<file path="src/rtl/up_down_mod_counter_pkg.sv">
// Purpose: shared types and modulo next-value arithmetic for up_down_mod_counter.
// Latency: n/a (types and a pure combinational function).
// Backpressure: none.
//
// mod_next works at a fixed internal width (UDC_MAX_W) so that any counter
// width up to UDC_MAX_W-1 bits can call it after zero-extending its operands.
package up_down_mod_counter_pkg;

    typedef enum logic {DIR_DOWN = 1'b0, DIR_UP = 1'b1} dir_t;

    localparam int UDC_MAX_W = 32;

    // Returns {wrap, next}. The modulus argument is one bit wider than the
    // count so that a full binary range (2**W) is representable.
    function automatic logic [UDC_MAX_W:0] mod_next(
        input logic [UDC_MAX_W-1:0] count,
        input logic [UDC_MAX_W-1:0] step,
        input dir_t                 dir,
        input logic [UDC_MAX_W:0]   modulus
    );
        logic [UDC_MAX_W:0]   sum;
        logic [UDC_MAX_W:0]   diff;
        logic [UDC_MAX_W-1:0] nxt;
        logic                 w;
        sum  = '0;
        diff = '0;
        nxt  = count;
        w    = 1'b0;
        if (dir == DIR_UP) begin
            sum = {1'b0, count} + {1'b0, step};
            if (sum >= modulus) begin
                diff = sum - modulus;
                nxt  = diff[UDC_MAX_W-1:0];
                w    = 1'b1;
            end else begin
                nxt = sum[UDC_MAX_W-1:0];
            end
        end else begin
            if (count < step) begin
                // Borrow: add the modulus back before subtracting.
                sum = {1'b0, count} + modulus - {1'b0, step};
                nxt = sum[UDC_MAX_W-1:0];
                w   = 1'b1;
            end else begin
                nxt = count - step;
            end
        end
        return {w, nxt};
    endfunction

endpackage

</file>
<file path="src/rtl/up_down_mod_counter_next_calc.sv">
// Purpose: combinational next count / wrap (and clamp when UDC_SATURATE_EN is defined).
// Latency: 0 cycles, purely combinational.
// Backpressure: none.
//
// Ports: count/step/up in, next/wrap/sat out; sat_mode in only with UDC_SATURATE_EN.
// sat is high when an update that would have wrapped was clamped instead.
module udc_next_calc
    import up_down_mod_counter_pkg::*;
#(
    parameter int WIDTH   = 4,
    parameter int MODULUS = 2**WIDTH
) (
    input  logic [WIDTH-1:0] count,
    input  logic [WIDTH-1:0] step,
    input  logic             up,
`ifdef UDC_SATURATE_EN
    input  logic             sat_mode,
`endif
    output logic [WIDTH-1:0] next,
    output logic             wrap,
    output logic             sat
);

    localparam logic [WIDTH-1:0] MAX_CNT = WIDTH'(MODULUS - 1);

    logic [UDC_MAX_W:0] res;
    logic [WIDTH-1:0]   raw_next;
    logic               raw_wrap;
    logic               unused_hi;

    assign res      = mod_next(UDC_MAX_W'(count), UDC_MAX_W'(step), dir_t'(up),
                               (UDC_MAX_W+1)'(MODULUS));
    assign raw_next = res[WIDTH-1:0];
    assign raw_wrap = res[UDC_MAX_W];
    // Upper result bits are always zero because next < MODULUS <= 2**WIDTH.
    assign unused_hi = ^res[UDC_MAX_W-1:WIDTH];

    always_comb begin
        next = raw_next;
        wrap = raw_wrap;
        sat  = 1'b0;
`ifdef UDC_SATURATE_EN
        if (sat_mode && raw_wrap) begin
            next = up ? MAX_CNT : '0;
            wrap = 1'b0;
            sat  = 1'b1;
        end
`endif
    end

endmodule

</file>
<file path="src/rtl/up_down_mod_counter.sv">
// Purpose: parametrised up/down modulo counter with load, step, wrap/tc/ovf flags.
// Latency: count, wrap, ovf update on the edge that samples the inputs; tc is combinational.
// Backpressure: none; every enabled cycle advances the count.
//
// Optional feature macro: UDC_SATURATE_EN (adds sat_mode input after up).
// Ports: clk, clear (sync active-high), en, up, [sat_mode], step, load, load_value,
//        ovf_ack in; count, wrap, tc, ovf out.
// Edge priority: clear > load > en > hold.
module up_down_mod_counter
    import up_down_mod_counter_pkg::*;
#(
    parameter int WIDTH   = 4,
    parameter int MODULUS = 2**WIDTH
) (
    input  logic             clk,
    input  logic             clear,
    input  logic             en,
    input  logic             up,
`ifdef UDC_SATURATE_EN
    input  logic             sat_mode,
`endif
    input  logic [WIDTH-1:0] step,
    input  logic             load,
    input  logic [WIDTH-1:0] load_value,
    input  logic             ovf_ack,
    output logic [WIDTH-1:0] count,
    output logic             wrap,
    output logic             tc,
    output logic             ovf
);

    localparam logic [WIDTH:0]   MOD_W   = (WIDTH+1)'(MODULUS);
    localparam logic [WIDTH-1:0] MAX_CNT = WIDTH'(MODULUS - 1);

    logic [WIDTH-1:0] calc_next;
    logic             calc_wrap;
    logic             calc_sat;
    logic [WIDTH-1:0] load_clamped;
    logic             ovf_set;

    udc_next_calc #(
        .WIDTH   (WIDTH),
        .MODULUS (MODULUS)
    ) u_next_calc (
        .count    (count),
        .step     (step),
        .up       (up),
`ifdef UDC_SATURATE_EN
        .sat_mode (sat_mode),
`endif
        .next     (calc_next),
        .wrap     (calc_wrap),
        .sat      (calc_sat)
    );

    // Out-of-range load values pin to the top of the range.
    assign load_clamped = ({1'b0, load_value} < MOD_W) ? load_value : MAX_CNT;

    // Only a real counting update can set ovf; a set beats a same-cycle ack.
    assign ovf_set = en && !load && (calc_wrap || calc_sat);

    always_ff @(posedge clk) begin
        if (clear) begin
            count <= '0;
            wrap  <= 1'b0;
            ovf   <= 1'b0;
        end else begin
            if (load) begin
                count <= load_clamped;
                wrap  <= 1'b0;
            end else if (en) begin
                count <= calc_next;
                wrap  <= calc_wrap;
            end else begin
                wrap  <= 1'b0;
            end

            if (ovf_set) begin
                ovf <= 1'b1;
            end else if (ovf_ack) begin
                ovf <= 1'b0;
            end
        end
    end

    assign tc = up ? (count == MAX_CNT) : (count == '0);

    // Step values at or beyond the modulus have no defined result.
    a_step_legal : assert property (@(posedge clk) disable iff (clear)
        (en && !load) |-> ({1'b0, step} < MOD_W));

endmodule

</file>
<file path="config.mk">
export PLATFORM = sky130hd
export DESIGN_NAME = up_down_mod_counter
export DESIGN_NICKNAME = d
export VERILOG_FILES = /design/src/rtl/up_down_mod_counter_pkg.sv /design/src/rtl/up_down_mod_counter_next_calc.sv /design/src/rtl/up_down_mod_counter.sv
export SDC_FILE = /design/constraint.sdc
export NUM_CORES = 1
export LEC_CHECK = 0
export ABC_AREA = 1
export CORE_UTILIZATION = 26
export DETAILED_ROUTE_END_ITERATION = 12
export MAX_ROUTING_LAYER = met4
export RECOVER_POWER = 50
export SYNTH_ARGS = -nofsm -noshare
export SYNTH_HDL_FRONTEND = slang
export SYNTH_SLANG_ARGS = --single-unit
export TNS_END_PERCENT = 30
</file>
<file path="constraint.sdc">
create_clock -name clk -period 2.24 [get_ports clk]
set_clock_uncertainty 0.1 [all_clocks]
set_input_delay 0.224 -clock clk [delete_from_list [all_inputs] [get_ports clk]]
set_output_delay 0.224 -clock clk [all_outputs]
set_load 0.01 [all_outputs]
</file>
==> Word level (Yosys, flattened, before mapping) <==
Cells that the tools add are included.
{ "word_totals": {"ff_bits": 6, "inputBits": 14, "output_inout_bits": 7, "wordCells": 30} }
{ "classes": {"addsub": 5, "n_lt_le_gt_ge": 2, "n_eq_ne": 1, "n_mux": 11, "n_bitwise": 1, "reduce_logical": 7} }
{ "ops": {"columns": ["operator", "count"], "rows": [
  ["4-bit 2-to-1 mux", 5],
  ["4-bit subtractor", 2],
  ["1-bit 2-to-1 mux", 6],
  ["4-bit by 4-bit adder with 5-bit output", 1],
  ["5-bit greater-or-equal comparator (second input constant)", 1],
  ["4-bit by 1-bit adder with 4-bit output (second input constant)", 1],
  ["4-bit == test (second input constant)", 1],
  ["4-bit zero test", 1],
  ["4-bit < comparator", 1],
  ["2-bit nonzero test", 2],
  ["4-bit by 1-bit subtractor with 4-bit output (second input constant)", 1],
  ["3-bit OR reduction", 1],
  ["1-bit logical AND", 2],
  ["1-bit zero test", 1],
  ["1-bit NOT", 1]
]} }

==> Longest topological paths before layout <==
{ "depth": {"word_depth": 6, "ltp_mapped": 12, "ltp_nobuf": 12} }

==> By module <==
A second synthesis with hierarchy kept.
{ "unflattened": {"cells_unflattened": 97, "area_unflattened_um2": 626.9} }
{ "by_module_without_submodules": {"columns": ["module", "n_inst", "cells_each", "area_each_um2", "seq_area_each_um2"], "rows": [
  ["up_down_mod_counter", 1, 50, 315.3, 120.1],
  ["udc_next_calc", 1, 47, 311.5, 0.0]
]} }

==> Worst setup path before layout <==
Ideal clock, no wire load.
{ "synth_timing": {"path_type": "reg2reg", "startpoint": "reg count[0]", "endpoint": "reg count[2]", "setup_ns": 0.074, "t_arrival_ns": 1.552, "required_time_ns": 2.066, "path_slack_ns": 0.514, "stages_incl_launch_ff": 8, "n_path_buf": 0, "synth_period_minus_slack_ns": 1.726, "cell_sequence": "dfxtp_1 -> inv_1 -> ha_1 -> fa_1 -> o21ai_0 -> xor2_1 -> nand2_1 -> a31oi_1"} }
{ "synth_via": {"elab_chain_len": 6, "word_cells_on_any_way": 12, "classes_between": "5 x add/sub; 2 x order compare; 5 x mux"} }
{ "synth_lines": {"columns": ["item", "line_no", "source"], "rows": [
  ["start, declared", "up_down_mod_counter.sv:26", "output logic [WIDTH-1:0] count,"],
  ["start signal, assigned", "up_down_mod_counter.sv:69", "count <= load_clamped;"],
  ["start signal, assigned", "up_down_mod_counter.sv:72", "count <= calc_next;"],
  ["4-bit by 1-bit adder with 4-bit output / 4-bit by 4-bit adder with 5-bit output (equally long branches)", "up_down_mod_counter_pkg.sv:41, up_down_mod_counter_pkg.sv:30", null],
  ["4-bit subtractor (tied with other cells)", "up_down_mod_counter_pkg.sv:41", "sum = {1'b0, count} + modulus - {1'b0, step};"],
  ["4-bit 2-to-1 mux (on tied branches)", "up_down_mod_counter_pkg.sv:39, up_down_mod_counter_pkg.sv:31", null],
  ["4-bit 2-to-1 mux *", "up_down_mod_counter_pkg.sv:29", "if (dir == DIR_UP) begin"],
  ["4-bit 2-to-1 mux *", "up_down_mod_counter.sv:71", "end else if (en) begin"],
  ["4-bit 2-to-1 mux *", "up_down_mod_counter.sv:68", "if (load) begin"]
]} }
Mark *: on every way between the ends. The rest lies on a longest branch, timed or not. The select of a mux whose other input is x is not followed.
A chain may end at the register's enable or synchronous reset.

==> Worst setup path in the final report <==
{ "layout_timing": {"startpoint": "reg count[0]", "endpoint": "out tc"} }
{ "layout_via": {"elab_chain_len": 2, "word_cells_on_any_way": 3, "classes_between": "1 x eq/ne; 1 x mux; 1 x reduce/logical"} }
{ "layout_lines": {"columns": ["item", "line_no", "source"], "rows": [
  ["4-bit == test / 4-bit zero test (equally long branches)", "up_down_mod_counter.sv:86", "assign tc = up ? (count == MAX_CNT) : (count == '0);"],
  ["1-bit 2-to-1 mux *", "up_down_mod_counter.sv:86", null],
  ["end, declared", "up_down_mod_counter.sv:28", "output logic tc,"]
]} }
Mark *: on every way between the ends. The rest lies on a longest branch, timed or not.

==> flow_summary.json <==
{
  "required_ns": 1.92,
  "routed_wl_mm": 1.254,
  "worstPathArrival_ns": 1.55,
  "synth_area_per_cell_um2": 6.843,
  "critical_path_buf_inv_count": 1,
  "hold_buffers": 0,
  "grt_most_used_layer": "met2",
  "rsz0062_at_grt": "false",
  "diodes": 0,
  "netlist.area_leader.share_pct": 21.67,
  "tightest_slew_ns": 0.2985,
  "wl_per_cell_um": 9.500,
  "period_minus_slack_ns": 1.874,
  "p_sw_mw": 0.1143,
  "die_y_um": 48.17,
  "final_area_um2": 818.3,
  "antenna_found_initial": 0,
  "worstSetupStartpoint": "count[0]",
  "drtIter0Drc": 23,
  "rr_startpoint": "count[0]",
  "place_ws_ns": 0.1551,
  "p_seq_share_pct": 34.8,
  "synth_adder_area_share_pct": 25.28,
  "seq_area_frac_synth_pct": 21.67,
  "power_frac_comb_pct": 36.5,
  "nNetsFinal": 131,
  "drv_slew": 0,
  "synthTopCellsByArea": "dfxtp_1 (22%), ha_1 (18%), nand2_1 (17%)",
  "place_hpwl_mm": 1.068,
  "clk_pin_slew_ns": 0.05,
  "cp_cell_sequence": "nor3_1 > nand3_1 > o21ai_0 > clkdlybuf4s50_1",
  "synth-simple-area-share_pct": 26.41,
  "h-tree-depth": 1,
  "synth_fp_nets": 105,
  "synth.yosys.warnings": 0,
  "hold_violations": 0,
  "grt_pass1_wl_mm": 1.835,
  "cap_violations": 0,
  "drtPass1Iterations": 4,
  "hold_path_class": "reg2reg",
  "yosys.area.top_type": "dfxtp_1",
  "cp_max_fo": 6,
  "rrSetupSlack_ns": 0.37,
  "grt_start_max_net_pins": 8,
  "use_met1_pct": 14.92,
  "reg2regPathDepth": 7,
  "relSlewSlack_pct": 79.85,
  "cts_tree": "yes",
  "die_x_um": 48.17,
  "cts_sinks": 6,
  "syn_inst": 81,
  "tns_ns": 0,
  "cts_buffer_depth": 2,
  "synth_xor_area_share_pct": 1.580,
  "clock.fmax_mhz": 533.5,
  "synth-seq-cells": 6,
  "viasPerCell": 4.545,
  "r2r_end": "count[2]",
  "muxShareOfSynthArea_pct": 0,
  "core_mm2": 0.001982,
  "worst-path-stages": 4,
  "grt_pass1_vias": 475,
  "p_leak_nw": 0.3894,
  "fillerInstances": 209,
  "endpoint": "tc",
  "finalSetupViolCount": 0,
  "mostFrequentLayoutCells": "nand2_1 (25), clkdlybuf4s50_1 (15), inv_1 (13)",
  "status": "finished, final reports clean",
  "yosysUniqueCellTypes": 18,
  "crit_family": "buffers and inverters",
  "syn_to_final_growth_pct": 47.63,
  "intPower_mw": 0.2427,
  "clock_latency_ns": 0.25,
  "slowest_delay_ns": 0.56,
  "postCtsResizedCells": 0,
  "path_class": "reg2out",
  "layout-drive-gt1-share_pct": 6.667,
  "setup.worst_path.start_class": "flop",
  "track_usage_pct": 11.93,
  "num_rows": 16,
  "io_buffers": 20,
  "drc_errors": 0,
  "ant_nets": 0,
  "final_common_cell": "nand2_1",
  "clock_power_share_pct": 28.7,
  "routed-via-count": 600,
  "slowest_stage": "clkdlybuf4s50_1",
  "synth_compound_area_share_pct": 15.58,
  "grtUsageMet2_pct": 17.07,
  "fp.dieArea_mm2": 0.002320,
  "synth_area_um2": 554.3,
  "synth_top_family_by_area": "simple AND/OR/NAND/NOR gates",
  "placed_cell_area_um2": 795.8,
  "initial_core_util_pct": 27.97,
  "cts_setup_buffers": 0,
  "pwr_density_cell_mw_per_mm2": 436.2,
  "numCtsBuffers": 3,
  "met3_usage_pct": 5.556,
  "switching_share_pct": 32.01,
  "finalCritPeriodShare_pct": 83.67,
  "place.gp.congestion": 0.7536,
  "cts-root-buf": "clkbuf_4",
  "crit_path_end_kind": "primary output",
  "peakVddDrop_mv": 0.2251,
  "layout_setup_ws_ns": 0.3657,
  "pin_count": 21,
  "globalRoute.totalOverflow": 0
}
registers in the layout, summed over array words and instances (netlist names):
name,cells
count,4
ovf,1
wrap,1
layout make-up:
cell class,instances,area (um2),share of cell area [%]
clock buffer,3,22.52,2.752
inverter,14,52.55,6.422
multi-input combinational,61,381.6,46.64
sequential,6,120.1,14.68
tap,27,33.78,4.128
timing repair buffer,21,207.7,25.38
cell families (layout without fill, tap and decap cells):
group / after synthesis / after routing
AND/OR/NAND/NOR: 36 / 36
AO/OA/AOI/OAI: 14 / 14
buffers and inverters: 14 / 38
adder cells (fa/ha/maj): 10 / 10
flip-flops: 6 / 6
XOR/XNOR: 1 / 1
layer usage:
layer / wire length, um / part of all wire, %
met4: 0 / 0
met5: 0 / 0
met1: 609 / 49
met2: 590 / 47
met3: 54 / 4.3
Yosys cell counts (all sizes together):
cell type,count
o21ai,6
nand3b,1
nand4,1
nor2,5
dfxtp,6
o311ai,1
nand2,25
nor3,1
a21oi,4
a31oi,2
fa,2
nand3,3
ha,8
xor2,1
a22oi,1
inv,14
how the worst min path moves through the flow:
| stage | startpoint | end | slack [ns] | cells after the start |
|---|---|---|---|---|
| 3_3_place_gp | ovf | ovf | 0.39 | 2 |
| 4_1_cts | ovf | ovf | 0.41 | 2 |
| 3_5_place_dp | ovf | ovf | 0.39 | 2 |
| 5_1_grt | ovf | ovf | 0.43 | 2 |
| 2_1_floorplan | clear | count[3] | 0.19 | 1 |
| 6_report | ovf | ovf | 0.39 | 2 |
metrics by stage:
stage / cells / util [%] / hold WS (ns) / total power, mW
final: 132 / 41.29 / 0.3898 / 0.3570
after global routing: 132 / 41.29 / 0.4285 / 0.3886
after CTS: 132 / 41.29 / 0.4065 / 0.3644
after detailed placement: 129 / 40.15 / 0.3948 / 0.2595
after global placement: 129 / 40.15 / 0.3945 / 0.2597
after floorplan: 81 / - / 0.1864 / 0.1958
tightest hold or removal path, cell delays in order (launching register included):
cell and delay, ns:
dfxtp_1 0.32, nand3b_1 0.07, o21ai_0 0.07
power groups by stage:
| stage | clock network, mW | logic (mW) | registers [mW] |
|---|---|---|---|
| after floorplan | 0 | 0.0682 | 0.128 |
| after global placement | 0 | 0.133 | 0.127 |
| after detailed placement | 0 | 0.133 | 0.127 |
| after CTS | 0.106 | 0.134 | 0.125 |
| after global routing | 0.116 | 0.148 | 0.125 |
| final | 0.102 | 0.130 | 0.124 |
Power figures use the tool's default switching activity.
